===== config.mk =====
export PLATFORM = sky130hd
export DESIGN_NAME = snac_db15_rx
export DESIGN_NICKNAME = d
export VERILOG_FILES = /design/src/rtl/snac_pkg.sv /design/src/rtl/snac_tick.sv /design/src/rtl/snac_db15_rx.sv
export SDC_FILE = /design/constraint.sdc
export NUM_CORES = 1
export LEC_CHECK = 0
export CORE_UTILIZATION = 56
export DETAILED_ROUTE_END_ITERATION = 10
export GPL_TIMING_DRIVEN = 0
export PLACE_DENSITY_LB_ADDON = 0.12
export SYNTH_ARGS = -nofsm -noshare
export SYNTH_HDL_FRONTEND = slang
export SYNTH_SLANG_ARGS = --single-unit
export TNS_END_PERCENT = 100

===== constraint.sdc =====
create_clock -name clk_sys -period 1.91 [get_ports clk_sys]
set_clock_uncertainty 0.15 [all_clocks]
set_input_delay 0.382 -clock clk_sys [delete_from_list [all_inputs] [get_ports clk_sys]]
set_output_delay 0.382 -clock clk_sys [all_outputs]
set_load 0.05 [all_outputs]

===== src/rtl/snac_pkg.sv =====
// Shared definitions for the SNAC DB15 receiver: FSM states, pad bit positions
// and default build parameters.
package snac_pkg;

    typedef enum logic [2:0] {
        ST_IDLE,
        ST_LOAD,
        ST_SAMPLE,
        ST_SHIFT,
        ST_CHECK,
        ST_GAP
    } snac_st_t;

    // Bit positions inside one player's word.
    localparam int SNAC_RIGHT  = 0;
    localparam int SNAC_LEFT   = 1;
    localparam int SNAC_DOWN   = 2;
    localparam int SNAC_UP     = 3;
    localparam int SNAC_A      = 4;
    localparam int SNAC_B      = 5;
    localparam int SNAC_C      = 6;
    localparam int SNAC_X      = 7;
    localparam int SNAC_Y      = 8;
    localparam int SNAC_Z      = 9;
    localparam int SNAC_START  = 10;
    localparam int SNAC_SELECT = 11;

    localparam int SNAC_CLK_DIV  = 24;
    localparam int SNAC_NBITS    = 12;
    localparam int SNAC_SCAN_GAP = 64;

endpackage


===== src/rtl/snac_tick.sv =====
// Bit-tick divider: one-cycle o_tick every CLK_DIV clocks, restarted by i_reset.
module snac_tick
    import snac_pkg::*;
#(
    parameter int CLK_DIV = SNAC_CLK_DIV
) (
    input  logic i_clk,
    input  logic i_reset,
    output logic o_tick
);

    localparam int              CW       = (CLK_DIV < 2) ? 1 : $clog2(CLK_DIV);
    localparam logic [CW-1:0]   CNT_LAST = CW'(CLK_DIV - 1);

    logic [CW-1:0] r_cnt;
    logic          r_tick;

    always_ff @(posedge i_clk) begin
        if (i_reset) begin
            r_cnt  <= '0;
            r_tick <= 1'b0;
        end else begin
            r_tick <= (r_cnt == CNT_LAST);
            r_cnt  <= (r_cnt == CNT_LAST) ? '0 : r_cnt + CW'(1);
        end
    end

    assign o_tick = r_tick;

endmodule


===== src/rtl/snac_db15_rx.sv =====
// SNAC DB15 pad receiver: scans the 74HC165 chain, accepts a scan only when it
// matches the previous one, and publishes active-high player words.
module snac_db15_rx
    import snac_pkg::*;
#(
    parameter int CLK_DIV  = SNAC_CLK_DIV,
    parameter int NBITS    = SNAC_NBITS,
    parameter int SCAN_GAP = SNAC_SCAN_GAP
) (
    input  logic        clk_sys,
    input  logic        reset,
    input  logic        JOY_DATA,
    output logic        JOY_CLK,
    output logic        JOY_LOAD,
    output logic [15:0] joystick1,
    output logic [15:0] joystick2,
    output logic        valid
);

    localparam int            CHAIN    = 2 * NBITS;
    localparam int            BW       = $clog2(CHAIN);
    localparam int            GW       = (SCAN_GAP < 1) ? 1 : $clog2(SCAN_GAP + 1);
    localparam logic [BW-1:0] BIT_LAST = BW'(CHAIN - 1);
    localparam logic [GW-1:0] GAP_LAST = GW'(SCAN_GAP);

    logic             w_tick;
    snac_st_t         r_state;
    snac_st_t         w_state_nxt;
    logic [BW-1:0]    r_bitcnt;
    logic [GW-1:0]    r_gapcnt;
    logic [CHAIN-1:0] r_shreg;
    logic [CHAIN-1:0] r_prev;
    logic             r_joy_clk;
    logic             r_joy_load_n;
    logic [15:0]      r_joy1;
    logic [15:0]      r_joy2;
    logic             r_valid;
    logic [15:0]      w_joy1;
    logic [15:0]      w_joy2;

    snac_tick #(
        .CLK_DIV (CLK_DIV)
    ) u_tick (
        .i_clk   (clk_sys),
        .i_reset (reset),
        .o_tick  (w_tick)
    );

    always_ff @(posedge clk_sys) begin
        if (reset) r_state <= ST_IDLE;
        else       r_state <= w_state_nxt;
    end

    // NOTE: defaulting every always_comb output first keeps this a pure mux, no latch.
    always_comb begin
        w_state_nxt = r_state;
        if (w_tick) begin
            case (r_state)
                ST_IDLE:   w_state_nxt = ST_LOAD;
                ST_LOAD:   w_state_nxt = ST_SAMPLE;
                ST_SAMPLE: w_state_nxt = ST_SHIFT;
                ST_SHIFT:  w_state_nxt = (r_bitcnt == BIT_LAST) ? ST_CHECK : ST_SAMPLE;
                ST_CHECK:  w_state_nxt = ST_GAP;
                ST_GAP:    if (r_gapcnt == GAP_LAST) w_state_nxt = ST_LOAD;
                default:   w_state_nxt = ST_IDLE;
            endcase
        end
    end

    // Player words zero-extended from the raw chain; only latched on a confirmed scan.
    always_comb begin
        w_joy1 = '0;
        w_joy2 = '0;
        w_joy1[NBITS-1:0] = r_shreg[NBITS-1:0];
        w_joy2[NBITS-1:0] = r_shreg[CHAIN-1:NBITS];
    end

    always_ff @(posedge clk_sys) begin
        if (reset) begin
            r_bitcnt     <= '0;
            r_gapcnt     <= '0;
            r_shreg      <= '0;
            r_prev       <= '0;
            r_joy_clk    <= 1'b0;
            r_joy_load_n <= 1'b1;
            r_joy1       <= '0;
            r_joy2       <= '0;
            r_valid      <= 1'b0;
        end else begin
            r_valid <= 1'b0;
            if (w_tick) begin
                case (r_state)
                    ST_IDLE: r_joy_load_n <= 1'b0;
                    ST_LOAD: begin
                        r_joy_load_n <= 1'b1;
                        r_bitcnt     <= '0;
                    end
                    ST_SAMPLE: begin
                        r_shreg[r_bitcnt] <= ~JOY_DATA;
                        r_joy_clk         <= 1'b1;
                    end
                    ST_SHIFT: begin
                        r_joy_clk <= 1'b0;
                        r_bitcnt  <= r_bitcnt + BW'(1);
                    end
                    ST_CHECK: begin
                        if (r_shreg == r_prev) begin
                            r_joy1  <= w_joy1;
                            r_joy2  <= w_joy2;
                            r_valid <= 1'b1;
                        end
                        r_prev   <= r_shreg;
                        r_gapcnt <= '0;
                    end
                    ST_GAP: begin
                        if (r_gapcnt == GAP_LAST) r_joy_load_n <= 1'b0;
                        else                      r_gapcnt     <= r_gapcnt + GW'(1);
                    end
                    default: r_joy_load_n <= 1'b1;
                endcase
            end
        end
    end

    assign JOY_CLK   = r_joy_clk;
    assign JOY_LOAD  = r_joy_load_n;
    assign joystick1 = r_joy1;
    assign joystick2 = r_joy2;
    assign valid     = r_valid;

endmodule


==> impl_metrics.yaml, run 1 <==
status:
  outcome: "finished, final reports clean"
drt:
  drtPass1Iterations: 5
  viasPerCell: 5.56
  vias: 3549
  post_drt_wl_per_cell_um: 15.0
  drt_iter0_markers: 255
  routed_wl_mm: 9.58
  antenna_left: 0
  drcViolationCount: 0
final_layout:
  fin_util: 0.689
  num-nets-final: 544
  n_antenna_cell: 0
  drive_gt1_frac: 0.150
  area_growth_pct: 19.7
flow_run:
  cap_violations: 0
cts:
  htree_levels: 3
  cts_hold_buf: 0
  worstSkewPairLatency_ns: 0.35
  root_buffer: "clkbuf_8"
  cts_sinks: 96
  cts_buffer_depth: 2
  cts_buffers: 9
  cts_tree: "yes"
  path_clk_slew_ns: 0.10
critical_path:
  worstSetupPathType: "register to register"
  cp.required_ns: 2.05
  startpoint_type: "register"
  crit_fanout: 10
  path_buf_inv: 2
  critPathTopFamily: "simple AND/OR/NAND/NOR gates"
  cpPeakStageDelay_ns: 0.36
  crit_path_end_kind: "register"
  worstPathCellList: "xor2_1 -> nor4_2 -> and4_1 -> buf_4 -> buf_6 -> nand3_1 -> a21oi_2"
  slowest_stage: "dfxtp_2"
  worst_ep_arrival_time_ns: 2.01
floorplan:
  die_x_um: 88.1
  chipHeight_um: 88.1
  die_area_um2: 7760
  rows: 31
  ios: 38
  initial_core_util: 0.575
  fp.coreArea_um2: 7210
grt:
  overflow: 0
  grt_util_met2: 0.433
  grt_pass1_wl_mm: 15.3
  grt_max_degree: 17
  antenna_found_initial: 0
  grt_pass1_vias: 3120
  grt-busiest-layer: "met2"
  grt_util_met1: 0.347
  met3_usage: 0.0339
  grt.total_usage: 0.261
synth:
  ys.flop_type: "dfxtp_1"
  syn_area_per_cell_um2: 8.55
  synth_area_um2: 4150
  syn_inst: 485
  yosysMostFrequentCell: "dfxtp_1"
  yosys_warnings: 0
  ys_seq_area_frac: 0.463
  yosys.area.top_type: "dfxtp_1"
  ys_async_sr_fraction: 0
  netlist_top_cells_area: "dfxtp_1 (46%), a21oi_1 (9.9%), xor2_1 (6.5%)"
  ys_ff_latch: 96
  ys_types: 40
  synth.top_cell.area_share: 0.463
  synth_edf_count: 0
  synth_common_cells: "dfxtp_1 (96), a21oi_1 (82), nand2_1 (59)"
sta:
  maxSlewHeadroom: 0.559
  setup_viol: 0
  finalMaxSlewViolations: 0
  finalCritPeriodShare: 0.978
  rsz0062_at_grt: "true"
  fin_tns_setup_ns: 0
  worst_pin_slew_ns: 0.662
  fmax_mhz: 535
  hold_viol: 0
  min_period_ns: 1.87
pwr:
  power_density_nw_per_um2: 702
  ir_drop_v: 0.000417
  power_switching_w: 0.000801
  p_leak_nw: 1.98
  pwr-share-comb: 0.033
  pwr-share-clk: 0.391
  intPower_w: 0.00269
  sw_frac_of_total: 0.230
  power_frac_seq: 0.576
placement:
  post-dp-hpwl_mm: 6.76
  finalWeightedCongestion: 0.836
  port_buffers: 28
min_path:
  hold_class: "register to register"
layout by cell type (no fill, tap or decap), types with 4 or more instances in the layout:
cell,netlist,final
a21oi_1,82,79
inv_1,7,6
o21ai_1,15,18
ha_1,7,6
nor4_2,0,5
nor3_1,7,6
clkbuf_1,18,17
buf_6,2,6
and3_1,6,6
nand3b_1,4,4
nand2_1,59,59
dfxtp_2,0,7
buf_2,9,7
buf_4,15,16
nand4_1,4,4
a311oi_1,24,24
dfxtp_1,96,89
clkbuf_8,0,10
o21ai_0,14,10
dlygate4sd2_1,0,27
nor2_1,20,17
nand3_1,30,30
conb_1,1,8
xor2_1,31,31
flip-flops by register name, indices dropped and copies added (netlist names):
register and count:
joystick2 12, u_tick.r_cnt 5, valid 1, u_tick.o_tick 1
JOY_LOAD 1, r_gapcnt 7, r_state 3, r_prev 24
joystick1 12, r_bitcnt 5, r_shreg 24, JOY_CLK 1
path summary, 6_finish.rpt:
path                                                 start                    endpoint  slack [ns]  cells after the start
worst max-delay path               r_shreg[1]$_SDFFE_PP0P_   joystick1[7]$_SDFFE_PP0P_        0.04                      7
worst max register to register     r_shreg[1]$_SDFFE_PP0P_   joystick1[7]$_SDFFE_PP0P_        0.04                      7
worst min register to register  u_tick.r_cnt[0]$_SDFF_PP0_  u_tick.r_cnt[0]$_SDFF_PP0_        0.30                      1
worst min-delay path            u_tick.r_cnt[0]$_SDFF_PP0_  u_tick.r_cnt[0]$_SDFF_PP0_        0.30                      1
area by class of cell:
cell class | count | area (µm²)
Fill cell | 611 | 2250
Multi-Input combinational cell | 343 | 2120
Sequential cell | 96 | 1930
Buffer | 46 | 295
Timing Repair Buffer | 31 | 269
Clock buffer | 11 | 141
Tap cell | 99 | 124
Clock inverter | 5 | 63.8
Inverter | 7 | 26.3
stage by stage:
step | power (W) | hold WS (ns) | std cells | worst slack, ns | instance area, µm²
after floorplan | 0.00214 | 0.268 | 492 | 0.199 | 4180
after global placement | 0.00217 | 0.280 | 619 | -0.186 | 4580
after detailed placement | 0.00217 | 0.291 | 619 | -0.214 | 4580
after CTS | 0.00350 | 0.309 | 637 | 0.0145 | 4840
after global routing | 0.00362 | 0.316 | 638 | -0.0595 | 4970
final | 0.00349 | 0.302 | 638 | 0.0411 | 4970
metal layers:
metal	wire length, µm	share of wire
met1	4360	0.45
met2	4640	0.48
met3	351	0.037
met4	227	0.024
met5	0	0
power groups by stage:
| stage | Clock, W | Sequential (W) | Combinational, W |
|---|---|---|---|
| floorplan | 0 | 0.00206 | 0.0000896 |
| global placement | 0 | 0.00206 | 0.000113 |
| detailed placement | 0 | 0.00206 | 0.000115 |
| CTS | 0.00138 | 0.00201 | 0.000115 |
| global route | 0.00148 | 0.00201 | 0.000125 |
| finish | 0.00136 | 0.00201 | 0.000116 |
cell families (layout without fill, tap and decap cells):
logic type	Yosys count	after routing	share of synthesized area
simple gates	155	155	0.182
compound gates	141	141	0.196
flops	96	96	0.463
buf+inv	53	100	0.0685
xor+xnor	32	32	0.0676
fa+ha+maj	7	7	0.0211
other cells	1	8	0.000904
timing repair:
action	CTS	global route
buffers inserted	2	1
pin swaps	2	11
resized for setup	42	46
setup endpoints to repair	87	65
Note: power is estimated with default switching activity, not from simulation.
==> run 2: changes to the inputs <==
--- a/config.mk
+++ b/config.mk
@@ -5,10 +5,12 @@
 export SDC_FILE = /design/constraint.sdc
 export NUM_CORES = 1
 export LEC_CHECK = 0
+export CORE_ASPECT_RATIO = 0.9
 export CORE_UTILIZATION = 56
 export DETAILED_ROUTE_END_ITERATION = 10
 export GPL_TIMING_DRIVEN = 0
 export PLACE_DENSITY_LB_ADDON = 0.12
+export SLEW_MARGIN = 10
 export SYNTH_ARGS = -nofsm -noshare
 export SYNTH_HDL_FRONTEND = slang
 export SYNTH_SLANG_ARGS = --single-unit
==> impl_metrics.yaml, run 2 (synthesized netlist as in run 1, its figures left out) <==
status:
  outcome: "finished with violations"
  violations: "negative setup slack"
placement:
  post-dp-hpwl_mm: 6.72
  dp_slack_ns: -0.330
  port_buffers: 28
  dpl.cell_count: 613
  finalWeightedCongestion: 0.904
sta:
  setup_viol: 1
  hold-worst-slack_ns: 0.299
  hold_viol: 0
  maxSlewHeadroom: 0.551
  fin_ws_ns: -0.0125
  min_period_ns: 1.92
  worst_pin_slew_ns: 0.674
  finalCritPeriodShare: 1.01
  fmax_mhz: 520
  finalMaxSlewViolations: 0
  rsz0062_at_grt: "true"
final_layout:
  num-nets-final: 550
  instances_no_fill: 637
  layout_common_cells: "dfxtp_1 (89), a21oi_1 (72), nand2_1 (59), xor2_1 (30), nand3_1 (28)"
  n_antenna_cell: 0
  area_growth_pct: 24.2
  top_regs: "r_prev (24), r_shreg (24)"
  drive_gt1_frac: 0.197
  layout_commonest_cell: "dfxtp_1"
cts:
  path_clk_slew_ns: 0.09
  cts_tree: "yes"
  root_buffer: "clkbuf_8"
  cts_hold_buf: 0
  htree_levels: 3
  cts_sinks: 96
  cts_buffer_depth: 2
  cts_buffers: 9
  worstSkewPairLatency_ns: 0.37
grt:
  grt.total_usage: 0.265
  overflow: 0
  grt_pass1_wl_mm: 16.0
  antenna_found_initial: 0
  grt_pass1_vias: 3389
  grt_max_degree: 15
floorplan:
  initial_core_util: 0.583
  fp.coreArea_um2: 7110
  die_x_um: 92.7
  ios: 38
  die_area_um2: 7760
  chipHeight_um: 83.7
  rows: 29
min_path:
  hold_depth: 1
  hold_class: "register to register"
  min_from: "u_tick.r_cnt[0]$_SDFF_PP0_"
  holdPathEnd: "u_tick.r_cnt[0]$_SDFF_PP0_"
drt:
  viasPerCell: 5.78
  top_layer: "met4"
  wl_met3_um: 553
  post_drt_wl_per_cell_um: 16.2
  drcViolationCount: 0
  wl_met2_mm: 4.87
  drt_iter0_markers: 288
  drtPass1Iterations: 5
  routed_wl_mm: 10.3
  vias: 3684
  m1WireLength_mm: 4.78
  antenna_left: 0
critical_path:
  reg2reg_depth: 7
  startpoint_type: "register"
  rrSetupSlack_ns: -0.01
  crit_path_end_kind: "register"
  worstSetupPathType: "register to register"
  crit_fanout: 5
  worst_ep_arrival_time_ns: 2.01
  cp.required_ns: 2.00
  worstReg2RegEnd: "joystick2[9]$_SDFFE_PP0P_"
  rr_startpoint: "r_shreg[6]$_SDFFE_PP0P_"
pwr:
  p_leak_nw: 2.04
  power.total_w: 0.00343
  power_density_nw_per_um2: 665
  ir_drop_v: 0.000538
flow_run:
  cap_violations: 0
[run 2: cell types whose count changed in the layout (fill, tap and decap cells not counted), sizes merged]
cell / previous run / this run
clkinvlp: 0 / 1
clkinv: 2 / 1
clkbuf: 30 / 31
inv: 9 / 7
buf: 30 / 36
[run 2: per-layer routing]
layer | track usage | vias up
li1 | - | 1807
met1 | 0.350 | 1751
met2 | 0.418 | 110
met3 | 0.0820 | 16
met4 | 0.0741 | 0
met5 | 0 | -
[run 2: where the power goes]
group | internal, W | leakage [nW] | switching [W]
clock network | 0.000633 | 0.0925 | 0.000672
logic | 0.0000257 | 1.17 | 0.0000897
registers | 0.00200 | 0.778 | 0.00000431
[run 2: repair_timing]
action,CTS,global route
pin swaps,4,15
endpoints found under the setup margin,82,50
setup buffers,3,4
cloned,0,3
gates resized for setup,43,89
[run 2: layout make-up]
class,count,area [µm²]
Sequential cell,96,1940
Inverter,7,26.3
Clock buffer,12,145
Buffer,45,320
Fill cell,577,1960
Clock inverter,3,42.5
Timing Repair Buffer,38,360
Tap cell,93,116
Multi-Input combinational cell,343,2210
[run 2: metrics by stage]
| stage | area [µm²] | setup TNS, ns | utilization |
|---|---|---|---|
| floorplan | 4180 | 0 | - |
| global placement | 4570 | -5.65 | 0.643 |
| detailed placement | 4570 | -7.20 | 0.643 |
| CTS | 4820 | 0 | 0.678 |
| global route | 5150 | -0.909 | 0.724 |
| finish | 5150 | -0.0125 | 0.724 |
[run 2: critical path, stage by stage, from the launching register on]
cell and delay, ns:
dfxtp_4 0.36, xor2_1 0.18, nor4_2 0.37, nand4_1 0.17, buf_6 0.16, buf_4 0.15
o21ai_1 0.17, a21oi_2 0.08
[run 2: how the worst max path moves through the flow]
stage	from	to	slack, ns	cells past startpoint
floorplan	r_gapcnt[0]$_SDFFE_PP0P_	r_state[2]$_SDFFE_PP0P_	0.20	7
global placement	r_shreg[7]$_SDFFE_PP0P_	joystick2[11]$_SDFFE_PP0P_	-0.29	6
detailed placement	r_shreg[9]$_SDFFE_PP0P_	joystick1[0]$_SDFFE_PP0P_	-0.33	6
CTS	r_gapcnt[0]$_SDFFE_PP0P_	r_gapcnt[4]$_SDFFE_PP0P_	0.0005	7
global route	r_shreg[6]$_SDFFE_PP0P_	joystick2[1]$_SDFFE_PP0P_	-0.07	7
finish	r_shreg[6]$_SDFFE_PP0P_	joystick2[9]$_SDFFE_PP0P_	-0.01	7
